--- config.mk ---
export PLATFORM = sky130hd
export DESIGN_NAME = float_classify_stream
export DESIGN_NICKNAME = d
export VERILOG_FILES = /design/src/rtl/float_classify_stream.sv
export SDC_FILE = /design/constraint.sdc
export NUM_CORES = 1
export LEC_CHECK = 0
export BUFFER_PORTS_ARGS = -buffer_cell sky130_fd_sc_hd__buf_4
export CORE_MARGIN = 4
export CORE_UTILIZATION = 55
export DETAILED_ROUTE_END_ITERATION = 16
export PLACE_DENSITY = 0.76
export SLEW_MARGIN = 0
export SYNTH_ARGS = -nofsm -noshare
export SYNTH_HDL_FRONTEND = slang
export SYNTH_SLANG_ARGS = --single-unit
--- constraint.sdc ---
create_clock -name clk -period 2.3 [get_ports clk]
set_input_delay 0.345 -clock clk [delete_from_list [all_inputs] [get_ports clk]]
set_output_delay 0.345 -clock clk [all_outputs]
set_load 0.01 [all_outputs]
--- src/rtl/float_classify_stream.sv ---
// float_classify_stream: streaming IEEE-754 classifier with per-class saturating counters and sticky flags
module float_classify_stream #(
    parameter int EXP_W = 8,
    parameter int MAN_W = 23,
    parameter int CNT_W = 16
) (
    input  logic                   clk,
    input  logic                   rst_n,
    input  logic                   in_valid,
    output logic                   in_ready,
    input  logic [EXP_W+MAN_W:0]   in_data,
    output logic                   out_valid,
    input  logic                   out_ready,
    output logic [4:0]             out_type,
    output logic                   out_sign,
    output logic                   out_snan,
    input  logic                   cnt_clr,
    input  logic [2:0]             cnt_sel,
    output logic [CNT_W-1:0]       cnt_rdata,
    output logic [4:0]             sticky
);
    logic [EXP_W-1:0] exp_f;
    logic [MAN_W-1:0] man_f;
    logic             exp_zero, exp_ones, man_zero, accept;
    logic [4:0]       cls;
    logic [CNT_W-1:0] cnt [5];

    assign exp_f    = in_data[EXP_W+MAN_W-1:MAN_W];
    assign man_f    = in_data[MAN_W-1:0];
    assign exp_zero = ~|exp_f;
    assign exp_ones = &exp_f;
    assign man_zero = ~|man_f;
    assign cls      = {exp_ones & ~man_zero, exp_ones & man_zero, exp_zero & ~man_zero,
                       ~exp_zero & ~exp_ones, exp_zero & man_zero};
    assign in_ready = ~out_valid | out_ready;
    assign accept   = in_valid & in_ready;

    always_ff @(posedge clk or negedge rst_n) begin
        if (!rst_n) begin
            out_valid <= 1'b0;
            out_type  <= '0;
            out_sign  <= 1'b0;
            out_snan  <= 1'b0;
        end else if (accept) begin
            out_valid <= 1'b1;
            out_type  <= cls;
            out_sign  <= in_data[EXP_W+MAN_W];
            out_snan  <= cls[4] & ~man_f[MAN_W-1];
        end else if (out_ready) begin
            out_valid <= 1'b0;
        end
    end

    // clear takes priority over a same-cycle accept
    always_ff @(posedge clk or negedge rst_n) begin
        if (!rst_n) begin
            for (int k = 0; k < 5; k++) cnt[k] <= '0;
            sticky <= '0;
        end else begin
            for (int k = 0; k < 5; k++)
                if (cnt_clr) cnt[k] <= '0;
                else if (accept && cls[k] && !(&cnt[k])) cnt[k] <= cnt[k] + CNT_W'(1);
            sticky <= cnt_clr ? '0 : sticky | ({5{accept}} & cls);
        end
    end

    always_comb begin
        cnt_rdata = '0;
        for (int k = 0; k < 5; k++)
            if (cnt_sel == 3'(k)) cnt_rdata = cnt[k];
    end
endmodule

# ---- After elaboration in Yosys (flattened, before gate mapping)
# Cells that the tools add are included.
dict set report word_totals {
  ff_bits 93
  word_cells 82
  out_inout_bits 30
  input_bits 40
}
dict set report classes {
  n_mux 18
  n_bitwise 13
  reduce_logical 32
  n_eq_ne 4
  addsub 5
}
# op n
set op_table {}
lappend op_table {{$mux 16} 15}
lappend op_table {{$add 16x1->16 const B} 5}
lappend op_table {{$reduce_and 16->1} 5}
lappend op_table {{$reduce_or 23->1} 1}
lappend op_table {{$reduce_bool 2->1} 6}
lappend op_table {{$logic_and 1x1->1} 10}
lappend op_table {{$reduce_and 8->1} 1}
lappend op_table {{$reduce_or 8->1} 1}
lappend op_table {{$and 1x1->1} 7}
lappend op_table {{$logic_not 1->1} 7}
lappend op_table {{$eq 3x2->1 const B} 2}
lappend op_table {{$and 5x5->5} 1}
lappend op_table {{$mux 5} 1}
lappend op_table {{$or 5x5->5} 1}
lappend op_table {{$eq 3x1->1 const B} 1}
lappend op_table {{$eq 3x3->1 const B} 1}
lappend op_table {{$logic_not 3->1} 1}
lappend op_table {{$not 1->1} 3}
lappend op_table {{$mux 1} 2}
lappend op_table {{$or 1x1->1} 1}

# ---- Depth between registers and ports, before layout
# Gate-level depths: netlist (run 1).
dict set report depth {
  ltp_word 7
  depth_mapped 8
  ltp_nobuf 6
}

# ---- Least setup slack after synthesis (run 1)
# OpenSTA, ideal clock, no wires.
dict set report synth_path {
  kind {register -> register}
  start {reg cnt[64] (netlist name)}
  end {reg cnt[77] (netlist name)}
  n_path_buf 2
  arrival_ns 1.847
  path_slack_ns 0.328
  stages_incl_launch_ff 8
  synth_period_minus_slack_ns 1.972
  setup_time_ns 0.125
  path_cell_list {dfrtp_1 ha_1 and3_4 and4_1 buf_2 buf_2 nor4_1 mux2_2}
}
dict set report synth_between {
  elab_chain_cells 4
  word_cells_on_any_way 7
  cone_classes {1 x add/sub; 2 x mux; 4 x reduce/logical}
}
# item line
set synth_rtl {}
lappend synth_rtl {{start, declared} 26} ;# logic [CNT_W-1:0] cnt [5];
lappend synth_rtl {{start signal, assigned by index} 61} ;# if (cnt_clr) cnt[k] <= '0;
lappend synth_rtl {{parallel branches: the longest is 4 deep, another holds $add 16x1->16} n/a}
# Several ways; the timed one is not identified. The select of a mux whose other input is x is not followed.
# A chain may end at the register's enable or synchronous reset.

# ---- Final worst setup path (run 1)
dict set report layout_path {
  start {reg cnt[2] (netlist name)}
  end {reg cnt[15] (netlist name)}
}
# The elaborated chain is that of the path after synthesis.

==> results.cfg, run 1 <==
[cts]
cts_root_buf = clkbuf_8
ctsResizeCount = 0
cts.htree.levels = 3
hold_buffers = 1
cts_tree = done
worstSkewPairLatency_ns = 0.39
cts_buffers = 9
post_cts_buffers = 0
cts.sinks = 93
clkTransAtPathRegs_ns = 0.10
cts_buffer_depth = 2

[routing]
vias_per_cell = 6.70
wirelength_mm = 16.5
wl_per_cell_um = 19.1
drc = 0
drt_pass1_iterations = 5
first_iter_violations = 709
ant_nets = 0
num_vias = 5768

[setup_path]
setup.worst_path.end_class = register
cp.arrival_ns = 2.48
critPathMaxFanout = 6
critical_path_required_ns = 2.61
critical_path_class = reg -> reg
start_kind = register

[pwr]
power_density_nw_per_um2 = 461
p_leak_uw = 0.00264
ir_drop_v = 0.000279

[floorplanning]
rows = 37
core-area_sq_um = 10300
pin_count = 70
die_y_um = 111
initial_core_util = 0.564
dieArea_sq_um = 12300
dieWidth_um = 111

[yosys]
synth_seq_cells = 93
synth_area_per_cell_sq_um = 8.81
synth.yosys.seq_area_share = 0.400
syn_inst = 661
syn_area_sq_um = 5820
yosys_warnings = 0
syn_nets = 706
ys_types = 55

[sta]
setup_viol = 0
setup_tns_ns = 0
period_share = 0.945
final_max_slew_viol_count = 0
hold_viol = 0
max_freq_mhz = 460
tightestPinTransition_ns = 1.01
fin_skew_ns = 0.0122
finalCriticalPeriod_ns = 2.17
max-slew-margin-rel = 0.324
rsz0062_at_grt = false

[placement]
gp_congestion = 0.866
dp_hpwl_mm = 12.0
numPortBuffers = 69

[layout]
fin_nets = 765
layout_common_cells = 93 x dfrtp_1, 88 x buf_4, 79 x a21oi_1
area_growth_pct = 15.9
drive_gt1_frac = 0.188
final_common_cell = dfrtp_1
post-route-util = 0.654
antenna_cells = 0

[grt]
grt_pass1_wl_mm = 27.3
antenna_found_initial = 0
grt_overflow_total = 0
grt_max_degree = 99
grt_pass1_vias = 5511
grtUsageTotal = 0.269

[flow_run]
maxCapViolations = 0

[worst_hold_path]
hold_class = in -> reg

[outcome]
outcome = finished clean
==> flip-flops by register name (all words and copies together), names as in the netlist <==
signal and count:
cnt 80, out_type 5, sticky 5, out_sign 1
out_snan 1, out_valid 1
==> where the power goes <==
group / internal [uW] / switching (uW)
combinational: 91.0 / 143
sequential: 1640 / 8.25
clock: 606 / 620
==> critical path, stage by stage, from the launching register on <==
cell	delay, ns
dfrtp_1	0.47
and3_1	0.25
nand4_1	0.23
a211oi_1	0.49
or3b_2	0.50
a21oi_1	0.15
==> stage by stage <==
| step | setup slack [ns] | power, uW | cell area [sq um] | hold WS (ns) | cells |
|---|---|---|---|---|---|
| 4_1_cts | 0.162 | 3120 | 6750 | 0.153 | 861 |
| 3_5_place_dp | 0.0143 | 1920 | 6520 | 0.281 | 844 |
| 3_3_place_gp | 0.0929 | 1910 | 6520 | 0.279 | 844 |
| 2_1_floorplan | 0.328 | 1780 | 5820 | 0.0494 | 661 |
| 6_report | 0.127 | 3110 | 6750 | 0.161 | 861 |
| 5_1_grt | 0.0237 | 3210 | 6750 | 0.187 | 861 |
==> synthesized netlist by cell type, drive strengths merged <==
master | n | area [sq um]
and4 | 18 | 159
buf | 17 | 90.1
o311ai | 1 | 8.76
o31ai | 33 | 248
o31a | 1 | 8.76
nor2b | 14 | 87.6
o2111ai | 1 | 8.76
nand4 | 17 | 113
or3 | 16 | 100
nand2 | 47 | 176
mux4 | 3 | 67.6
inv | 20 | 75.1
o211ai | 2 | 15.0
or4 | 41 | 308
a31oi | 1 | 6.26
a22oi | 13 | 97.6
a211oi | 3 | 22.5
clkbuf | 27 | 101
o21a | 1 | 7.51
a221oi | 1 | 15.0
nor4b | 1 | 8.76
o41ai | 8 | 70.1
nand4bb | 1 | 11.3
nand4b | 3 | 26.3
o21ai | 27 | 139
dfrtp | 93 | 2330
o22ai | 13 | 81.3
xor2 | 1 | 8.76
a21oi | 79 | 395
o21ba | 1 | 10.0
nand2b | 3 | 18.8
and3 | 13 | 86.3
nor3 | 9 | 45.0
mux2 | 12 | 135
and2 | 2 | 12.5
nor3b | 2 | 15.0
nor2 | 38 | 143
or3b | 3 | 26.3
nand3 | 43 | 233
ha | 5 | 62.6
a21boi | 1 | 7.51
mux2i | 14 | 140
nor4 | 12 | 106
==> metal layers <==
layer | routed length [um] | global-route usage | up-vias
met5 | 0 | 0 | -
met4 | 422 | 0.109 | 0
met3 | 1160 | 0.0469 | 36
met2 | 7710 | 0.417 | 242
met1 | 7200 | 0.375 | 2832
li1 | - | - | 2658
==> cell families (layout without fill, tap and decap cells) <==
group,after synthesis,in the layout,synth area share
AO/OA/AOI/OAI,186,186,0.196
flip-flops,93,93,0.400
buffers and inverters,64,128,0.0458
adder cells (fa/ha/maj),5,5,0.0107
multiplexers,29,29,0.0589
AND/OR/NAND/NOR,283,283,0.288
XOR/XNOR,1,1,0.00150
==> worst paths after layout <==
path / from / to / cells after the start / slack [ns]
max: cnt[2]$_DFFE_PN0P_ / cnt[15]$_DFFE_PN0P_ / 5 / 0.13
min: in_data[22] / out_snan$_DFFE_PN0P_ / 2 / 0.16
max reg2reg: cnt[2]$_DFFE_PN0P_ / cnt[15]$_DFFE_PN0P_ / 5 / 0.13
min reg2reg: out_type[1]$_DFFE_PN0P_ / out_type[1]$_DFFE_PN0P_ / 2 / 0.48
max in group asynchronous: rst_n / out_valid$_DFFE_PN0P_ / 3 / 1.23
min in group asynchronous: rst_n / cnt[26]$_DFFE_PN0P_ / 2 / 0.40
==> layout make-up <==
type / count / area, sq um
Timing Repair Buffer: 92 / 731
Sequential cell: 93 / 2330
Clock buffer: 9 / 124
Multi-Input combinational cell: 504 / 3230
Fill cell: 832 / 3580
Inverter: 20 / 75.1
Clock inverter: 7 / 90.1
Tap cell: 136 / 170
Power figures use the tool's default switching activity.
==> inputs of run 2 (changes only) <==
ABC_AREA = 1   (was not set)
PLACE_DENSITY = 0.75   (was 0.76)
==> results.cfg, run 2 <==
[outcome]
outcome = complete, but fails checks
violations = hold timing

[yosys]
ys_types = 34
synthTopCellsByArea = dfrtp_1 35%, nand2_1 17%, nand3_1 11%
synth_ff_type = dfrtp_1
syn_nets = 1037
yosysTopAreaCellShare = 0.351
yosys_warnings = 0
syn_inst = 992
synth_seq_cells = 93
synthTopCellsByCount = 301 x nand2_1, 150 x nand3_1, 114 x inv_1, 108 x nor2_1, 93 x dfrtp_1
async_reset_ff_frac = 1.00
synth_top_area_cell = dfrtp_1
synth_edf_count = 0
synth.yosys.seq_area_share = 0.351
synth_most_common_cell = nand2_1
synth_area_per_cell_sq_um = 6.68
syn_area_sq_um = 6630

[cts]
ctsResizeCount = 0
cts_buffers = 9
worstSkewPairLatency_ns = 0.35
cts.sinks = 93
cts_tree = done
cts.htree.levels = 3
cts_buffer_depth = 2
post_cts_buffers = 0
clkTransAtPathRegs_ns = 0.07
cts_root_buf = clkbuf_16
hold_buffers = 0

[floorplanning]
core-area_sq_um = 11600
rows = 39
die_y_um = 118
dieArea_sq_um = 13900
initial_core_util = 0.571
dieWidth_um = 118
pin_count = 70

[setup_path]
cp.arrival_ns = 1.68
reg2reg_depth = 10
slowest_stage = nand3_1
critical_path_required_ns = 1.96
cp-endpoint = cnt_rdata[11]
critPathMaxFanout = 16
cp_slowest_stage_delay_ns = 0.43
start_kind = input pin
ff2ff_setup_slack_ns = 0.32
setup.worst_path.end_class = primary output
critical_path_class = in -> out
r2r-start = cnt[16]$_DFFE_PN0P_
worstReg2RegEnd = cnt[27]$_DFFE_PN0P_
worstSetupStartpoint = cnt_sel[2]
cp_cell_sequence = buf_4 -> inv_1 -> nand3_1 -> o22ai_1 -> a21oi_1 -> nand3_1 -> buf_4

[grt]
grt_overflow_total = 0
grt_pass1_wl_mm = 29.8
grtUsageTotal = 0.260
grt_pass1_vias = 5939
grt_max_degree = 43
antenna_found_initial = 0

[sta]
fin_skew_ns = 0.0104
final_max_slew_viol_count = 0
max_freq_mhz = 494
setup_viol = 0
hold_viol = 8
tightestPinTransition_ns = 0.589
setup_tns_ns = 0
fin_hold_ws_ns = -0.00899
finalCriticalPeriod_ns = 2.02
period_share = 0.879
rsz0062_at_grt = false
max-slew-margin-rel = 0.606

[flow_run]
maxCapViolations = 0

[pwr]
clkPwrFrac = 0.480
seqPwrFrac = 0.449
power_uw = 3690
power_density_nw_per_um2 = 484
p_int_uw = 2830
share_comb_of_total_power = 0.071
p_sw_uw = 851
ir_drop_v = 0.000312
swShare = 0.231
p_leak_uw = 0.00393

[routing]
drc = 0
first_iter_violations = 662
num_vias = 6586
ant_nets = 0
vias_per_cell = 5.49
drt_pass1_iterations = 5
wl_per_cell_um = 14.8
wirelength_mm = 17.7

[layout]
final_common_cell = nand2_1
largest_reg_flops = 80
drive_gt1_frac = 0.146
antenna_cells = 0
layout_common_cells = 301 x nand2_1, 150 x nand3_1, 113 x inv_1
fin_nets = 1096
reg.largest.list = cnt: 80 flops, out_type: 5 flops, sticky: 5 flops
area_growth_pct = 15.0
regMostFlops = cnt

[placement]
numPortBuffers = 69
gp_congestion = 0.958
dp_hpwl_mm = 13.1

[worst_hold_path]
hold_class = in -> async
[run 2: power by group through the flow]
| stage | Sequential, uW | Combinational, uW | Clock (uW) |
|---|---|---|---|
| final | 1660 | 261 | 1770 |
| after global routing | 1660 | 293 | 1850 |
| after CTS | 1660 | 263 | 1780 |
| after detailed placement | 1690 | 262 | 0 |
| after global placement | 1690 | 259 | 0 |
| after floorplan | 1690 | 110 | 0 |
[run 2: through the flow]
step                utilization  worst slack, ns  cells  hold WS, ns  area [sq um]
floorplan                     -            0.654    992       0.0494          6630
global placement          0.626            0.372   1183        0.384          7270
detailed placement        0.626            0.343   1183        0.380          7270
CTS                       0.656            0.316   1199      0.00651          7620
global route              0.656            0.116   1199       0.0403          7620
finish                    0.656            0.277   1199     -0.00899          7620
[run 2: how the worst min path moves through the flow]
stage          slack (ns)                   to
2_1_floorplan        0.05   cnt[0]$_DFFE_PN0P_
3_3_place_gp         0.38  cnt[74]$_DFFE_PN0P_
3_5_place_dp         0.38  cnt[60]$_DFFE_PN0P_
4_1_cts             0.007  cnt[59]$_DFFE_PN0P_
5_1_grt              0.04  cnt[59]$_DFFE_PN0P_
6_report           -0.009  cnt[59]$_DFFE_PN0P_
[run 2: critical path: cells and delay by family]
kind                   cells  cell delay, ns
AND/OR/NAND/NOR            2            0.54
AO/OA/AOI/OAI              2            0.45
buffers and inverters      3            0.35
[run 2: final cells by class]
cell class	count	area, sq um
Fill cell	1103	3990
Multi-Input combinational cell	738	3630
Sequential cell	93	2330
Timing Repair Buffer	86	671
Inverter	123	464
Clock buffer	10	239
Tap cell	143	179
Clock inverter	6	109
[run 2: cells by family after synthesis]
kind of cell               share of synthesized area
xor gates and xnor gates                      0.0489
DFF                                            0.351
and+or+nand+nor                                0.443
buffers and inverters                          0.101
adders and majority gates                    0.00944
AOI/OAI and AO/OA                             0.0464
[run 2: per-layer routing]
metal | GRT usage | vias to the layer above | share of wire | wire (um)
li1 | - | 3282 | - | -
met1 | 0.374 | 3049 | 0.46 | 8160
met2 | 0.399 | 233 | 0.45 | 7980
met3 | 0.0442 | 22 | 0.069 | 1230
met4 | 0.0864 | 0 | 0.019 | 340
met5 | 0 | - | 0 | 0
==> inputs of run 3 (changes only) <==
ABC_AREA = not set   (was 1)
PLACE_DENSITY = 0.8   (was 0.75)
==> results.cfg, run 3 (synthesized netlist as in run 1, its figures left out) <==
[setup_path]
start_kind = register
critical_path_required_ns = 2.58
cp.arrival_ns = 2.47
setup.worst_path.end_class = register
critPathMaxFanout = 12
critical_path_class = reg -> reg

[routing]
drt_pass1_iterations = 6
vias_per_cell = 6.61
wirelength_mm = 16.1
ant_nets = 0
drc = 0
first_iter_violations = 638
wl_per_cell_um = 18.8
num_vias = 5675

[layout]
antenna_cells = 0
regMostFlops = cnt
final_common_cell = dfrtp_1
layout_common_cells = 93 x dfrtp_1, 85 x buf_4, 79 x a21oi_1
reg.largest.list = cnt: 80 flops, out_type: 5 flops, sticky: 5 flops
drive_gt1_frac = 0.180
area_growth_pct = 14.8
largest_reg_flops = 80
fin_nets = 762

[pwr]
power_uw = 2890
swShare = 0.244
share_comb_of_total_power = 0.080
ir_drop_v = 0.000276
seqPwrFrac = 0.571
p_leak_uw = 0.00261
clkPwrFrac = 0.349
power_density_nw_per_um2 = 433
p_sw_uw = 704
p_int_uw = 2190

[cts]
worstSkewPairLatency_ns = 0.37
cts_buffer_depth = 2
post_cts_buffers = 0
clkTransAtPathRegs_ns = 0.08
cts_buffers = 9
cts_tree = done
cts_root_buf = clkbuf_8
cts.htree.levels = 3
cts.sinks = 93

[sta]
final_max_slew_viol_count = 0
rsz0062_at_grt = false
max_freq_mhz = 457
setup_tns_ns = 0
hold_viol = 0
fin_skew_ns = 0.00780
max-slew-margin-rel = 0.332
tightestPinTransition_ns = 1.00
setup_viol = 0
period_share = 0.951
finalCriticalPeriod_ns = 2.19

[flow_run]
maxCapViolations = 0

[floorplanning]
dieWidth_um = 111
pin_count = 70
rows = 37
core-area_sq_um = 10300
die_y_um = 111
dieArea_sq_um = 12300
initial_core_util = 0.564

[grt]
grt_overflow_total = 0
grt_pass1_wl_mm = 27.0
grt_pass1_vias = 5352
grtUsageTotal = 0.264
antenna_found_initial = 0
grt_max_degree = 99

[placement]
numPortBuffers = 69
dp_hpwl_mm = 11.7
gp_congestion = 0.933

[outcome]
outcome = finished clean

[worst_hold_path]
hold_class = in -> reg
==> run 3: cell types whose count changed in the layout (fill, tap and decap cells not counted), moves of 41 or more <==
cell and change:
a21oi_1 +56, or4_1 +41, inv_1 -93, nor2_1 -70, nand2_1 -254, nand3_1 -109
==> run 3: final timing paths <==
check	startpoint	end	slack (ns)	cells past startpoint
setup / recovery	cnt[32]$_DFFE_PN0P_	cnt[39]$_DFFE_PN0P_	0.11	7
hold / removal	in_data[22]	out_snan$_DFFE_PN0P_	0.18	2
setup reg to reg	cnt[32]$_DFFE_PN0P_	cnt[39]$_DFFE_PN0P_	0.11	7
hold reg to reg	out_type[4]$_DFFE_PN0P_	out_type[4]$_DFFE_PN0P_	0.48	2
max in group asynchronous	rst_n	cnt[41]$_DFFE_PN0P_	1.14	3
min in group asynchronous	rst_n	sticky[3]$_DFF_PN0_	0.47	2
==> run 3: power by group through the flow <==
stage	Combinational [uW]	Clock [uW]	Sequential (uW)
after floorplan	94.6	0	1690
after global placement	226	0	1680
after detailed placement	233	0	1680
after CTS	234	1030	1650
after global routing	255	1120	1650
final	232	1010	1650
==> run 3: metrics by stage <==
step / worst slack (ns) / area [sq um] / std cells / hold slack, ns / utilization
floorplan: 0.328 / 5820 / 661 / 0.0494 / -
global placement: 0.119 / 6500 / 841 / 0.324 / 0.630
detailed placement: 0.0603 / 6500 / 841 / 0.328 / 0.630
CTS: 0.131 / 6680 / 858 / 0.169 / 0.647
global route: 0.0180 / 6680 / 858 / 0.185 / 0.647
finish: 0.114 / 6680 / 858 / 0.182 / 0.647
==> run 3: metal layers <==
layer | vias up | wire [um] | GRT usage
li1 | 2659 | - | -
met1 | 2723 | 7030 | 0.376
met2 | 270 | 7580 | 0.418
met3 | 23 | 1300 | 0.0513
met4 | 0 | 230 | 0.0640
met5 | - | 0 | 0
==> run 3: area by class of cell <==
type | instances | area (sq um)
Clock buffer | 15 | 166
Clock inverter | 1 | 5.00
Tap cell | 136 | 170
Inverter | 20 | 75.1
Fill cell | 857 | 3640
Timing Repair Buffer | 89 | 708
Sequential cell | 93 | 2330
Multi-Input combinational cell | 504 | 3230
==> run 3: critical path, cell delays in order, from the launching register on <==
cell and delay (ns):
dfrtp_1 0.44, ha_1 0.29, nand4_1 0.13, nor4_1 0.06, buf_4 0.15, nand2b_1 0.32
or4_1 0.54, a21oi_1 0.17
==> run 3: timing repair <==
action,CTS,global route
gates resized for setup,0,1
hold buffers,1,0
setup endpoints to repair,0,1
hold endpoints to repair,33,0
